File: src/rtl/ext_mem_arbiter_nch.sv
// ext_mem_arbiter_nch: N-channel arbiter for the external memory controller with
// fixed or round-robin selection, lockable grants and a hung-transaction watchdog.
module ext_mem_arbiter_nch #(
    parameter int N_CH     = 4,
    parameter int ADDR_W   = 27,
    parameter int DATA_W   = 32,
    parameter int ARB_MODE = 0,
    parameter int TIMEOUT  = 1024
) (
    input  logic                     clock_i,
    input  logic                     reset_i,
    input  logic [N_CH-1:0]          req_i,
    input  logic [N_CH-1:0]          reqBlock_i,
    input  logic [N_CH-1:0]          rw_i,
    input  logic [N_CH-1:0]          clear_i,
    input  logic [N_CH-1:0]          lock_i,
    input  logic [N_CH*DATA_W-1:0]   data_i,
    input  logic [N_CH*ADDR_W-1:0]   add_i,
    output logic [N_CH-1:0]          grant_o,
    output logic [N_CH-1:0]          ready_o,
    output logic [N_CH-1:0]          done_o,
    output logic [N_CH-1:0]          valid_o,
    output logic [N_CH-1:0]          err_o,
    output logic [DATA_W-1:0]        data_o,
    output logic                     mem_req_o,
    output logic                     mem_reqBlock_o,
    output logic                     mem_rw_o,
    output logic                     mem_clear_o,
    output logic [ADDR_W-1:0]        mem_add_o,
    output logic [DATA_W-1:0]        mem_data_o,
    input  logic [DATA_W-1:0]        mem_data_i,
    input  logic                     mem_ready_i,
    input  logic                     mem_done_i,
    input  logic                     mem_valid_i
);
    localparam int IW = $clog2(N_CH);
    localparam int CW = TIMEOUT > 1 ? $clog2(TIMEOUT) : 1;

    typedef enum logic [1:0] {IDLE, ISSUE, BUSY, HOLD} state_t;

    state_t            state_q, state_d;
    logic [IW-1:0]     owner_q, owner_d, rr_q, rr_d, win, sel;
    logic [CW-1:0]     cnt_q, cnt_d;
    logic [N_CH-1:0]   grant_q, grant_d, err_q, err_d, own_vec, hi_mask, req_hi;
    logic              mem_req_q, mem_req_d, blk_q, blk_d, rw_q, rw_d, clr_q, clr_d;
    logic [ADDR_W-1:0] add_q, add_d;
    logic [DATA_W-1:0] wdata_q, wdata_d;
    logic [ADDR_W-1:0] add_a [N_CH];
    logic [DATA_W-1:0] data_a [N_CH];
    logic              idle, busy, hold, capture, abort;

    genvar k;
    for (k = 0; k < N_CH; k++) begin : g_slice
        assign add_a[k]  = add_i[k*ADDR_W +: ADDR_W];
        assign data_a[k] = data_i[k*DATA_W +: DATA_W];
    end

    function automatic logic [IW-1:0] lowest(input logic [N_CH-1:0] v);
        logic [IW-1:0] w;
        w = '0;
        for (int i = N_CH - 1; i >= 0; i--) if (v[i]) w = IW'(i);
        return w;
    endfunction

    // Round-robin: search the channels at/after rr_q first, then wrap to the low ones.
    assign hi_mask = ~((N_CH'(1) << rr_q) - N_CH'(1));
    assign req_hi  = req_i & hi_mask;
    assign win     = (ARB_MODE == 1 && |req_hi) ? lowest(req_hi) : lowest(req_i);

    assign idle    = state_q == IDLE;
    assign busy    = state_q == BUSY;
    assign hold    = state_q == HOLD;
    assign own_vec = N_CH'(1) << owner_q;
    assign sel     = idle ? win : owner_q;
    assign capture = mem_ready_i && (idle ? |req_i : hold && req_i[owner_q]);
    // A done on the threshold cycle wins over the watchdog.
    assign abort   = busy && TIMEOUT != 0 && cnt_q == CW'(TIMEOUT - 1) && !mem_done_i;

    always_comb begin
        state_d   = state_q;
        owner_d   = owner_q;
        rr_d      = rr_q;
        cnt_d     = busy ? cnt_q + 1'b1 : '0;
        grant_d   = '0;
        err_d     = err_q;
        mem_req_d = state_q == ISSUE;
        blk_d     = blk_q;
        rw_d      = rw_q;
        clr_d     = clr_q;
        add_d     = add_q;
        wdata_d   = wdata_q;
        if (capture) begin
            state_d    = ISSUE;
            owner_d    = sel;
            grant_d    = N_CH'(1) << sel;
            err_d[sel] = 1'b0;
            blk_d      = reqBlock_i[sel];
            rw_d       = rw_i[sel];
            clr_d      = clear_i[sel];
            add_d      = add_a[sel];
            wdata_d    = data_a[sel];
        end
        if (capture && idle) rr_d = (sel == IW'(N_CH - 1)) ? '0 : sel + 1'b1;
        if (state_q == ISSUE) state_d = BUSY;
        if (busy && mem_done_i) state_d = lock_i[owner_q] ? HOLD : IDLE;
        if (abort) begin
            state_d = IDLE;
            err_d   = err_q | own_vec;
        end
        if (hold && !capture && !lock_i[owner_q] && !req_i[owner_q]) state_d = IDLE;
    end

    always_ff @(posedge clock_i or posedge reset_i) begin
        if (reset_i) begin
            state_q   <= IDLE;
            owner_q   <= '0;
            rr_q      <= '0;
            cnt_q     <= '0;
            grant_q   <= '0;
            err_q     <= '0;
            mem_req_q <= 1'b0;
            blk_q     <= 1'b0;
            rw_q      <= 1'b0;
            clr_q     <= 1'b0;
            add_q     <= '0;
            wdata_q   <= '0;
        end else begin
            state_q   <= state_d;
            owner_q   <= owner_d;
            rr_q      <= rr_d;
            cnt_q     <= cnt_d;
            grant_q   <= grant_d;
            err_q     <= err_d;
            mem_req_q <= mem_req_d;
            blk_q     <= blk_d;
            rw_q      <= rw_d;
            clr_q     <= clr_d;
            add_q     <= add_d;
            wdata_q   <= wdata_d;
        end
    end

    assign grant_o        = grant_q;
    assign err_o          = err_q | (abort ? own_vec : '0);
    assign done_o         = (busy && (mem_done_i || abort)) ? own_vec : '0;
    assign valid_o        = (busy && mem_valid_i) ? own_vec : '0;
    assign ready_o        = (mem_ready_i && !reset_i) ? (idle ? '1 : hold ? own_vec : '0) : '0;
    assign data_o         = reset_i ? '0 : mem_data_i;
    assign mem_req_o      = mem_req_q;
    assign mem_reqBlock_o = blk_q;
    assign mem_rw_o       = rw_q;
    assign mem_clear_o    = clr_q | abort;
    assign mem_add_o      = add_q;
    assign mem_data_o     = wdata_q;
endmodule

File: config.mk
export PLATFORM = sky130hd
export DESIGN_NAME = ext_mem_arbiter_nch
export DESIGN_NICKNAME = d
export VERILOG_FILES = /design/src/rtl/ext_mem_arbiter_nch.sv
export SDC_FILE = /design/constraint.sdc
export NUM_CORES = 1
export LEC_CHECK = 0
export CAP_MARGIN = 20
export CORE_ASPECT_RATIO = 1.1
export CORE_MARGIN = 2
export CORE_UTILIZATION = 23
export DETAILED_ROUTE_END_ITERATION = 7
export MAX_ROUTING_LAYER = met4
export PLACE_DENSITY = 0.58
export SLEW_MARGIN = 20
export SYNTH_ARGS = -nofsm -noshare
export SYNTH_HDL_FRONTEND = slang
export SYNTH_SLANG_ARGS = --single-unit
File: constraint.sdc
create_clock -name clock_i -period 7.7 [get_ports clock_i]
set_input_delay 0.77 -clock clock_i [delete_from_list [all_inputs] [get_ports clock_i]]
set_output_delay 0.77 -clock clock_i [all_outputs]
set_load 0.02 [all_outputs]
==> After elaboration in Yosys (flattened, before gate mapping) <==
Cells that the tools add are included.
{ "totals": {"elab_cells": 91, "output_inout_bits": 115, "ff_bits": 85, "in_bits": 293} }
{ "classes": {"eq_ne": 4, "order_cmp": 4, "addsub": 1, "bitwise_logic": 6, "muxes": 41, "shifts": 2, "n_reduce_logical": 22} }
{ "ops": {"columns": ["op", "n"], "rows": [
  ["$mux W32", 3],
  ["$bmux W32 S2", 1],
  ["$bmux W27 S2", 1],
  ["$mux W27", 2],
  ["$mux W4", 9],
  ["$mux W2", 11],
  ["$logic_and A1 B1 Y1", 12],
  ["$add A10 B1 Y10 const B", 1],
  ["$bmux W1 S2", 5],
  ["$eq A10 B10 Y1 const B", 1],
  ["$mux W10", 1],
  ["$or A4 B4 Y4", 2],
  ["$shl A1 B2 Y4 const A", 2],
  ["$mux W1", 7],
  ["$lt A2 B3 Y1 const B", 2],
  ["$logic_not A1 Y1", 5],
  ["$reduce_bool A5 Y1", 1],
  ["$and A4 B4 Y4", 1],
  ["$eq A2 B2 Y1 const B", 2],
  ["$not A4 Y4", 1],
  ["$reduce_or A4 Y1", 1],
  ["$ge A3 B3 Y1 const B", 1],
  ["$not A2 Y3", 1],
  ["$demux W1 S2", 1],
  ["6 further kinds", 6]
]} }

==> Logic depth before layout (Yosys ltp) <==
Gate-level depths: netlist (run 1).
{ "logic_depth": {"word_depth": 13, "ltp_mapped": 9} }

==> Worst setup path before layout (run 1) <==
OpenSTA, ideal clock, no wires.
{ "synth_path": {"path_type": "input to output", "from": "input reset_i", "to": "output ready_o[0]", "t_arrival_ps": 3279, "stages": 3, "setup_slack_ps": 3651, "cell_sequence": "inv_1 -> nand2_1 -> nor2_1"} }
{ "synth_between": {"elab_chain_cells": 3} }
{ "synth_lines": {"columns": ["element", "line_no", "source"], "rows": [
  ["start: declaration", "11", "input logic reset_i,"],
  ["$logic_not A1 Y1", "147", "assign ready_o = (mem_ready_i && !reset_i) ? (idle ? '1 : hold ? own_vec : '0) : '0;"],
  ["$logic_and A1 B1 Y1", "147", null],
  ["$mux W4", "147", null],
  ["end: declaration", "20", "output logic [N_CH-1:0] ready_o,"]
]} }
No other way between the ends.

==> Worst setup path in the final report (run 1) <==
{ "layout_path": {"from": "register cnt_q[0]", "to": "output err_o[3]"} }
{ "layout_between": {"elab_chain_cells": 5} }
{ "layout_lines": {"columns": ["element", "line_no", "source"], "rows": [
  ["start: declaration", "43", "logic [CW-1:0] cnt_q, cnt_d;"],
  ["start signal: assignment", "131", "cnt_q <= cnt_d;"],
  ["$eq A10 B10 Y1", "77", "assign abort = busy && TIMEOUT != 0 && cnt_q == CW'(TIMEOUT - 1) && !mem_done_i;"],
  ["$logic_and A1 B1 Y1 (2 in a row)", "77", null],
  ["$mux W4", "144", "assign err_o = err_q | (abort ? own_vec : '0);"],
  ["$or A4 B4 Y4", "144", null],
  ["end: declaration", "23", "output logic [N_CH-1:0] err_o,"]
]} }
No other way between the ends.

==> summary.md, run 1 <==
| Metric | Value |
|---|---|
| Finished Layout Cells | `1470` |
| MaxCap Viol Count | `0` |
| Largest cells by area after synthesis | `dfrtp_1 37%, nand2_1 21%, and3_1 14%` |
| Dpl hpwl | `18910 um` |
| CP arrival | `approximately 3.0 ns` |
| Via-to-Cell Ratio | `4.647` |
| Number of DRC markers in iteration 0 | `268` |
| Slew @ Worst Pin | `0.9028 ns` |
| Synth cell types | `38` |
| Largest net degree at the start of global routing | `88` |
| Total core area | `0.02447 sq mm` |
| Critical path launch point type | `flop` |
| Port-buffer cells | `just over 400` |
| CP cell instances | `ha_1, and4_1, nand4_1, nor3_1, a31o_2, clkdlybuf4s50_1` |
| Total gr overflow | `0` |
| Hold_ws | `0.4769 ns` |
| Netlist Area Pre-Place | `0.005728 sq mm` |
| Inserted Clock Buffers | `9` |
| Vias in the first global route | `6452` |
| Max Fanout on Critical Path | `6` |
| Clk_lat worst skew | `around 0.35 ns` |
| CTS max path bufs | `2` |
| Die Area | `0.02618 sq mm` |
| First-pass GRT wire length | `roughly 37000 um` |
| HP Class | `reg -> reg` |
| Area leader, netlist | `dfrtp_1` |
| Initial Util | `0.2340` |
| Cells after Synth | `between 700 and 800` |
| Reg clk slew, reported paths | `0.07 ns` |
| Max Clk Rate | `264.4 MHz` |
| Post CTS Setup Buffer Count | `0` |
| Worst path required time | `6.93 ns` |
| PostCTS Resize Cnt | `0` |
| Worst setup EP type | `primary output` |
| Chip Height | `between 150 and 200 um` |
| Die span in x | `154.5 um` |
| Dpl cells | `~1500` |
| Share of layout cells above drive strength 1 | `0.03109` |
| Pre-Repair DR Iteration Count | `4` |
| WS Path Type | `reg -> out` |
| Max-Slew Margin vs Limit | `0.3935` |
| Most common cell after layout, fill and taps aside | `clkdlybuf4s50_1` |
| Status | `complete, no violations` |
| CTS tree | `yes` |
| Fill cells | `2530` |
| Clk_skew | `0.008639 ns` |
| Fin. max-slew vios | `0` |
| Final WL | `about 25000 um` |
| CP top delay family | `simple AND/OR/NAND/NOR gates` |
| Worst vdd ir | `about 0.00016 V` |
| CP max stage cell | `nor3_1` |
| Final Net Count | `1447` |
| GP Congestion | `0.8182` |
| ANT nets after route | `0` |
| Post-Syn Nets | `1084` |
| Hold violation count in the final report | `0` |
| # hold bufs at CTS | `0` |
| Area Overhead vs Synth | `80.38%` |
| Worst Path Buf+Inv | `1` |
| Drt drc | `0` |
| Syn avg cell area | `7.251 sq um` |
| Vias after detailed routing | `6831` |
| Pwr Density | `313.1 mW/mm^2` |
| Wire per inst | `17.08 um` |
| RSZ-0062 raised after global routing | `false` |
| Yosys warns | `0` |
| TNS Setup | `0 ns` |
| Lkg Pwr | `4.658 nW` |
| Total I/O pin count | `408` |
| Row cnt | `60` |
| Yosys top cell area share | `0.3713` |
| Flops & latches, synth | `85` |
| Global-route usage over all layers | `0.1883` |
| Initial antenna violation count | `2` |
| Commonest non-fill, non-tap cells in the layout | `407 x clkdlybuf4s50_1, 318 x nand2_1, 127 x and3_1` |
| Tmin final | `3.782 ns` |
| Num Clock Sinks | `between 80 and 90` |
| Sequential share of the synthesized area | `0.3713` |
| Total number of H-tree levels | `3` |
| Final period utilization | `0.4912` |
| Final setup violation count | `0` |
| CP peak stage delay | `0.72 ns` |
| CTS Root Cell | `clkbuf_16` |
power breakdown:
group / switching [W] / internal [W] / total [W]
Sequential: 0.000137 / 0.000630 / 0.000767
Clock: 0.000201 / 0.000287 / 0.000488
Combinational: 0.00110 / 0.000880 / 0.00198
per-layer routing:
metal,wire length [um],part of all wire,GRT usage
met4,483,0.019,0.05636
met3,1587,0.063,0.04290
met1,10130,0.40,0.2085
met5,0,0,-
met2,12910,0.51,0.3377
state kept, by name, indices dropped and copies added (netlist names):
signal          flops
mem_data_o         32
mem_req_o           1
mem_reqBlock_o      1
clr_q               1
state_q             2
mem_rw_o            1
grant_o             4
cnt_q              10
owner_q             2
err_q               4
mem_add_o          27
synth_stat cells, drive strengths merged:
cell type / number
and3: 127
a311oi: 1
and4: 1
nor2: 24
buf: 34
and2: 3
nor3: 9
nor2b: 39
a21boi: 1
ha: 1
or3: 2
clkbuf: 31
a21oi: 10
xor2: 5
o21ai: 7
nand4: 1
a21o: 6
nand2: 318
nand2b: 4
o41a: 1
a31oi: 2
or4: 2
inv: 3
a211oi: 1
o21a: 1
a31o: 1
nand3: 3
xnor2: 1
dfrtp: 85
mux4: 2
o41ai: 1
or2: 1
o31ai: 62
area by class of cell:
| cell class | instances | area, sq um | area share |
|---|---|---|---|
| Antenna cell | 2 | 5.005 | 0.0004844 |
| Clock buffer | 9 | 225.2 | 0.02180 |
| Clock inverter | 7 | 96.34 | 0.009324 |
| Inverter | 3 | 13.76 | 0.001332 |
| Multi-Input combinational cell | 637 | 3296 | 0.3190 |
| Sequential cell | 85 | 2127 | 0.2059 |
| Tap cell | 310 | 387.9 | 0.03754 |
| Timing Repair Buffer | 417 | 4182 | 0.4047 |
kinds of logic (layout without fill, tap and decap cells):
logic type	after synthesis	after routing	share of synthesized area
xor gates and xnor gates	6	6	0.009174
buffers and inverters	68	436	0.05745
AOI/OAI and AO/OA	94	94	0.1199
DFF	85	85	0.3713
muxes	2	2	0.007863
adders and majority gates	1	1	0.002184
other	0	2	0
and+or+nand+nor	534	534	0.4321
per-stage QoR:
step / util / cell area, sq um / worst slack (ns) / power [W]
CTS: 0.4220 / 10330 / 3.902 / 0.003293
finish: 0.4222 / 10330 / 3.918 / 0.003235
global placement: 0.4077 / 9978 / 3.822 / 0.002748
global route: 0.4222 / 10330 / 3.766 / 0.003490
detailed placement: 0.4088 / 10010 / 3.901 / 0.002784
floorplan: - / 5728 / 3.651 / 0.001968
worst paths after layout:
kind / cells after the start / start / slack (ns) / to
max reg2reg: 6 / state_q[0] / 4.57 / mem_data_o[29]
min reg2reg: 2 / mem_add_o[15] / 0.48 / mem_add_o[15]
min in group asynchronous: 3 / reset_i / 1.08 / mem_add_o[1]
max in group asynchronous: 4 / reset_i / 5.55 / mem_data_o[12]
max: 6 / cnt_q[0] / 3.92 / err_o[3]
min: 2 / mem_add_o[15] / 0.48 / mem_add_o[15]
worst reg2reg max path: stages (launching register included):
cell and delay (ns):
dfrtp_1 0.54, o21ai_0 0.48, o21a_4 0.68, buf_4 0.72
nand2_1 0.18, and3_1 0.21, o31ai_1 0.22
No activity file was read; power rests on OpenSTA's default activity.
==> inputs of run 2 (changes only) <==
PLACE_DENSITY = 0.6   (was 0.58)
clock period = 3.2 ns   (was 7.7 ns; I/O delays follow)
==> run 2 against run 1 <==
  * Core utilization grew 0.19 points
  * Clock power grew 120%
  * Sequential power grew 140%
  * Count of clock-buffer cells in the layout rose by 1
  * Clock skew fell by 0.00057 ns
  * Die area is the same
  * Global-route usage fell by 0.68 points
  * Sequential share of layout area shrank 0.094 points
  * Critical path depth is 1 higher
  * First-iteration DRC count up 25%
  * Critical path type unchanged
  * Critical endpoint is now done_o[3]
==> summary.md, run 2 (synthesized netlist as in run 1, its figures left out) <==
| Metric | Value |
|---|---|
| Final period utilization | `0.8900` |
| Hold violation count in the final report | `0` |
| Clk_lat worst skew | `0.34 ns` |
| Clock power share | `0.137` |
| Slew @ Worst Pin | `approximately 0.65 ns` |
| CTS max path bufs | `2` |
| RSZ-0062 raised after global routing | `false` |
| CTS Root Cell | `clkbuf_16` |
| Final Net Count | `1452` |
| Initial antenna violation count | `2` |
| Area Overhead vs Synth | `81.22%` |
| PostCTS Resize Cnt | `0` |
| Total I/O pin count | `408` |
| Max reg flops | `32` |
| Clk_skew | `roughly 0.0081 ns` |
| Max Clk Rate | `351.1 MHz` |
| Tmin final | `between 2 and 3 ns` |
| Total number of H-tree levels | `3` |
| Switching Share | `0.4414` |
| WHS Path Cells | `2` |
| Pwr Density | `745.9 mW/mm^2` |
| Port-buffer cells | `407` |
| Reg2reg setup slack | `0.80 ns` |
| Final worst setup slack | `0.3520 ns` |
| Worst vdd ir | `0.0004615 V` |
| WS Path Type | `reg -> out` |
| First-pass GRT wire length | `~36000 um` |
| MaxCap Viol Count | `0` |
| Lkg Pwr | `4.678 nW` |
| Hold Startpoint | `mem_add_o[22]` |
| Vias after detailed routing | `6790` |
| Die Area | `~0.026 sq mm` |
| CTS tree | `yes` |
| Chip Height | `between 150 and 200 um` |
| Comb power frac | `0.627` |
| Die span in x | `154.5 um` |
| HP Class | `reg -> reg` |
| Reg2reg end | `mem_data_o[6]` |
| Total gr overflow | `0` |
| Final setup violation count | `0` |
| Total core area | `around 0.024 sq mm` |
| Reg2Reg Depth | `6` |
| Crit Reg-Reg Startpoint | `state_q[0]` |
| Vias in the first global route | `6571` |
| Row cnt | `60` |
| GP Congestion | `around 0.83` |
| Global-route usage over all layers | `0.1815` |
| CP arrival | `2.53 ns` |
| Wire per inst | `16.52 um` |
| Max-Slew Margin vs Limit | `0.5641` |
| Number of DRC markers in iteration 0 | `334` |
| Status | `complete, no violations` |
| Dpl hpwl | `~19000 um` |
| Inserted Clock Buffers | `9` |
| Pre-Repair DR Iteration Count | `4` |
| Max Fanout on Critical Path | `4` |
| Post-DP Area | `0.01009 sq mm` |
| Sw Pwr | `~0.0034 W` |
| Fin. max-slew vios | `0` |
| TNS Setup | `0 ns` |
| Most common cell after layout, fill and taps aside | `clkdlybuf4s50_1` |
| Place WS | `0.6023 ns` |
| Seq pwr share | `0.236` |
| Crit path launch | `cnt_q[0]` |
| Post CTS Setup Buffer Count | `0` |
| Worst hold path endpoint | `mem_add_o[22]` |
| Reg clk slew, reported paths | `0.07 ns` |
| Final WL | `24340 um` |
| Num Clock Sinks | `between 80 and 90` |
| Initial Util | `0.2340` |
| Via-to-Cell Ratio | `between 4 and 5` |
| ANT nets after route | `0` |
| Drt drc | `0` |
| Internal power | `0.004325 W` |
| Share of layout cells above drive strength 1 | `0.03359` |
| Final instance area | `between 0.01 and 0.015 sq mm` |
| Largest net degree at the start of global routing | `71` |
| Worst path required time | `~2.9 ns` |
| Critical path launch point type | `flop` |
| Worst setup EP type | `primary output` |
| Commonest non-fill, non-tap cells in the layout | `407 x clkdlybuf4s50_1, 318 x nand2_1, 127 x and3_1` |
| # hold bufs at CTS | `0` |
==> run 2: cell count changes in the layout (fill, tap and decap cells not counted), sizes merged <==
cell      previous run  this run
inv                  6         3
clkinv               2         1
clkbuf               9        10
clkinvlp             0         2
bufinv               2         1
buf                 10        15
==> run 2: layout make-up <==
type	instances	area [sq um]
tap	310	387.9
clock buffer	10	239.0
multi-input combinational	637	3296
clock inverter	4	50.05
fill	2506	14090
inverter	3	13.76
timing repair buffer	422	4262
antenna	2	5.005
sequential	85	2127
==> run 2: per-layer routing <==
metal  GRT usage  routed length (um)  vias to the layer above
met5           -                   0                        -
met4     0.05193                 448                        0
met3     0.04316                1707                       24
met2      0.3298               12760                      272
met1      0.1974                9427                     3118
li1            -                   -                     3376
==> run 2: power by group through the flow <==
stage	Sequential, W	Combinational [W]	Clock (W)
floorplan	0.00221	0.00252	0
global placement	0.00183	0.00488	0
detailed placement	0.00184	0.00491	0
CTS	0.00183	0.00492	0.00110
global route	0.00189	0.00531	0.00114
finish	0.00183	0.00485	0.00106
==> run 2: worst max-delay path by stage <==
| stage | to | slack (ns) | cells past startpoint |
|---|---|---|---|
| 2_1_floorplan | ready_o[0] | 0.05 | 3 |
| 3_3_place_gp | mem_add_o[5] | 0.61 | 7 |
| 3_5_place_dp | mem_data_o[6] | 0.60 | 7 |
| 4_1_cts | done_o[3] | 0.34 | 7 |
| 5_1_grt | done_o[1] | 0.16 | 7 |
| 6_report | done_o[3] | 0.35 | 7 |
==> run 2: critical path: stages (launching register included) <==
cell and delay, ns:
dfrtp_1 0.41, ha_1 0.25, and4_1 0.23, nand4_1 0.12
inv_1 0.05, o21ai_0 0.46, nor2_1 0.12, clkdlybuf4s50_1 0.57
==> run 2: metrics by stage <==
step,std cells,total power [W],util,hold WS (ns)
floorplan,790,0.004737,-,0.4287
global placement,1457,0.006708,0.4121,0.4595
detailed placement,1457,0.006747,0.4121,0.4649
CTS,1471,0.007845,0.4239,0.4802
global route,1473,0.008339,0.4241,0.5019
finish,1473,0.007743,0.4241,0.4764
==> inputs of run 3 (changes only) <==
ABC_AREA = 1   (was unset)
CTS_BUF_LIST = sky130_fd_sc_hd__clkbuf_8   (was unset)
PLACE_DENSITY = 0.58   (was 0.6)
==> run 3 against run 2 <==
  * Global-route usage rose by 0.99 points
  * First-iteration DRC count fell by 9.0%
  * Sequential power fell by 5%
  * Synthesized cell count rose by 44%
  * Critical endpoint is now err_o[3]
  * Highest routed layer unchanged
==> summary.md, run 3 <==
| Metric | Value |
|---|---|
| Status | `complete, no violations` |
| Internal power | `0.003860 W` |
| Pre-Repair DR Iteration Count | `4` |
| Tmin final | `slightly below 3 ns` |
| CP arrival | `2.61 ns` |
| Worst setup EP type | `primary output` |
| Row cnt | `64` |
| Reg clk slew, reported paths | `0.10 ns` |
| Fin. max-slew vios | `0` |
| Lkg Pwr | `5.676 nW` |
| Area Overhead vs Synth | `70.84%` |
| Vias after detailed routing | `8071` |
| # hold bufs at CTS | `0` |
| Clock power share | `0.106` |
| Cell with the most instances after synthesis | `nand2_1` |
| First-pass GRT wire length | `42140 um` |
| Hold violation count in the final report | `0` |
| GP Congestion | `0.8457` |
| CP max stage cell | `clkdlybuf4s50_1` |
| Via-to-Cell Ratio | `around 4.3` |
| ANT nets after route | `0` |
| Largest cells by area after synthesis | `nand2_1 43%, dfrtp_1 33%, nand3_1 5.3%` |
| Largest net degree at the start of global routing | `73` |
| Worst path required time | `2.88 ns` |
| Clk_lat worst skew | `0.37 ns` |
| Max Clk Rate | `341.1 MHz` |
| Top cells by count, synth | `741 x nand2_1, 85 x dfrtp_1, 68 x nand3_1, 68 x nor2_1, 60 x inv_1` |
| Number of DRC markers in iteration 0 | `304` |
| Switching Share | `0.5036` |
| Fill cells | `2991` |
| Most Frequent Cell on Critical Path | `nand2_1` |
| Final setup violation count | `0` |
| Post-synth ARST share | `1.000` |
| Share of layout cells above drive strength 1 | `0.02853` |
| Die Area | `0.02924 sq mm` |
| Post CTS Setup Buffer Count | `0` |
| Final period utilization | `0.9162` |
| TNS Setup | `0 ns` |
| Netlist Area Pre-Place | `0.006414 sq mm` |
| Total number of H-tree levels | `3` |
| Die span in x | `~160 um` |
| Global-route usage over all layers | `0.1914` |
| Comb power frac | `0.672` |
| Max reg flops | `32` |
| Final WL | `27550 um` |
| Number of synthesized flops with an enable pin | `0` |
| Post-DP Area | `0.01074 sq mm` |
| Yosys warns | `0` |
| Area leader, netlist | `nand2_1` |
| Primary FF master, synth | `dfrtp_1` |
| Flops & latches, synth | `85` |
| Critical path launch point type | `flop` |
| Yosys top cell area share | `0.4337` |
| Worst vdd ir | `0.0004660 V` |
| Syn avg cell area | `between 5 and 6 sq um` |
| Total I/O pin count | `408` |
| Worst Path Buf+Inv | `1` |
| Inserted Clock Buffers | `9` |
| Port-buffer cells | `407` |
| Total core area | `0.02763 sq mm` |
| CP peak stage delay | `0.65 ns` |
| Slew @ Worst Pin | `0.8096 ns` |
| Chip Height | `179.1 um` |
| Drt drc | `0` |
| MaxCap Viol Count | `0` |
| Sequential share of the synthesized area | `0.3316` |
| Initial Util | `0.2322` |
| Pwr Density | `709.7 mW/mm^2` |
| Clk_skew | `0.01285 ns` |
| HP Class | `reg -> reg` |
| CTS max path bufs | `2` |
| Total gr overflow | `0` |
| Cells after Synth | `1138` |
| Wire per inst | `14.71 um` |
| Seq pwr share | `0.222` |
| Num Clock Sinks | `85` |
| Max-Slew Margin vs Limit | `0.4603` |
| Max Fanout on Critical Path | `6` |
| Final instance area | `approximately 0.011 sq mm` |
| Dpl hpwl | `20440 um` |
| Most common cell after layout, fill and taps aside | `nand2_1` |
| Sw Pwr | `just under 0.004 W` |
| WS Path Type | `reg -> out` |
| CP top delay family | `simple AND/OR/NAND/NOR gates` |
| Commonest non-fill, non-tap cells in the layout | `741 x nand2_1, 405 x clkdlybuf4s50_1, 85 x dfrtp_1` |
| Initial antenna violation count | `2` |
| Post-Syn Nets | `~1400` |
| CTS tree | `yes` |
| Synth cell types | `28` |
| CTS Root Cell | `clkbuf_8` |
| Final Net Count | `~1800` |
| Vias in the first global route | `7817` |
| CP cell instances | `ha_1, nand2_1, nor2_1, nand2_1, nor2_2, nand3_2, o21bai_1, clkdlybuf4s50_1` |
| RSZ-0062 raised after global routing | `false` |
==> run 3: cell count changes after synthesis, sizes merged, moves of 5 or more <==
cell,change
o31ai,-62
inv,+63
o21bai,+5
and3,-127
a21o,-6
xor2,-5
nor2,+46
nand3,+65
nand2,+428
nor3,-6
nor2b,-39
==> run 3: final timing paths <==
path	to	slack [ns]	startpoint	cells after the start
worst max-delay path	err_o[3]	0.27	cnt_q[0]	8
worst min-delay path	mem_add_o[25]	0.49	mem_add_o[25]	2
worst max register to register	mem_data_o[10]	1.03	state_q[1]	12
worst min register to register	mem_add_o[25]	0.49	mem_add_o[25]	2
max in group asynchronous	mem_data_o[17]	1.35	reset_i	4
min in group asynchronous	mem_data_o[31]	0.70	reset_i	3
==> run 3: cell families (layout without fill, tap and decap cells) <==
kind of cell,Yosys count,count (layout),share of synthesized area
flops,85,85,0.3316
other cells,0,2,0
compound gates,27,27,0.02439
fa+ha+maj,1,1,0.001951
buf+inv,131,500,0.09754
simple gates,894,894,0.5445
==> run 3: cell type report <==
| cell class | count | area, sq um | share of cell area |
|---|---|---|---|
| Antenna cell | 2 | 5.005 | 0.0004568 |
| Clock buffer | 9 | 123.9 | 0.01131 |
| Clock inverter | 7 | 82.58 | 0.007537 |
| Inverter | 66 | 256.5 | 0.02341 |
| Multi-Input combinational cell | 922 | 3684 | 0.3362 |
| Sequential cell | 85 | 2127 | 0.1941 |
| Tap cell | 363 | 454.2 | 0.04145 |
| Timing Repair Buffer | 418 | 4224 | 0.3855 |
==> run 3: tightest hold or removal path: cells and delay by family, from the launching register on <==
kind / cells / cell delay, ns
simple gates: 2 / 0.10
flops: 1 / 0.35
==> run 3: layer usage <==
| layer | vias to the layer above | part of all wire | global-route usage |
|---|---|---|---|
| met2 | 284 | 0.51 | 0.3423 |
| met3 | 35 | 0.060 | 0.03585 |
| met5 | - | 0 | - |
| li1 | 4144 | - | - |
| met1 | 3608 | 0.40 | 0.2057 |
| met4 | 0 | 0.033 | 0.08591 |
==> run 3: power groups by stage <==
stage	clock, W	combinational, W	sequential, W
2_1_floorplan	0	0.00287	0.00215
3_3_place_gp	0	0.00531	0.00173
3_5_place_dp	0	0.00532	0.00175
4_1_cts	0.000867	0.00534	0.00173
5_1_grt	0.000918	0.00586	0.00178
6_report	0.000826	0.00522	0.00173
==> run 3: metrics by stage <==
step                      worst slack, ns  cells  total power (W)  hold slack, ns  utilization
after floorplan                    0.5295   1138         0.005020          0.4488            -
after global placement             0.5923   1854         0.007042          0.4611       0.3886
after detailed placement           0.5110   1854         0.007071          0.4636       0.3886
after CTS                         0.06771   1870         0.007939          0.4887       0.3961
after global routing              0.01035   1872         0.008558          0.5029       0.3966
final                              0.2680   1872         0.007776          0.4850       0.3966
==> run 3: repair_timing <==
| item | 4_1_cts | 5_1_grt |
|---|---|---|
| gates resized for setup | 0 | 3 |
| endpoints found under the setup margin | 0 | 5 |
| hold endpoints to repair | 0 | 0 |
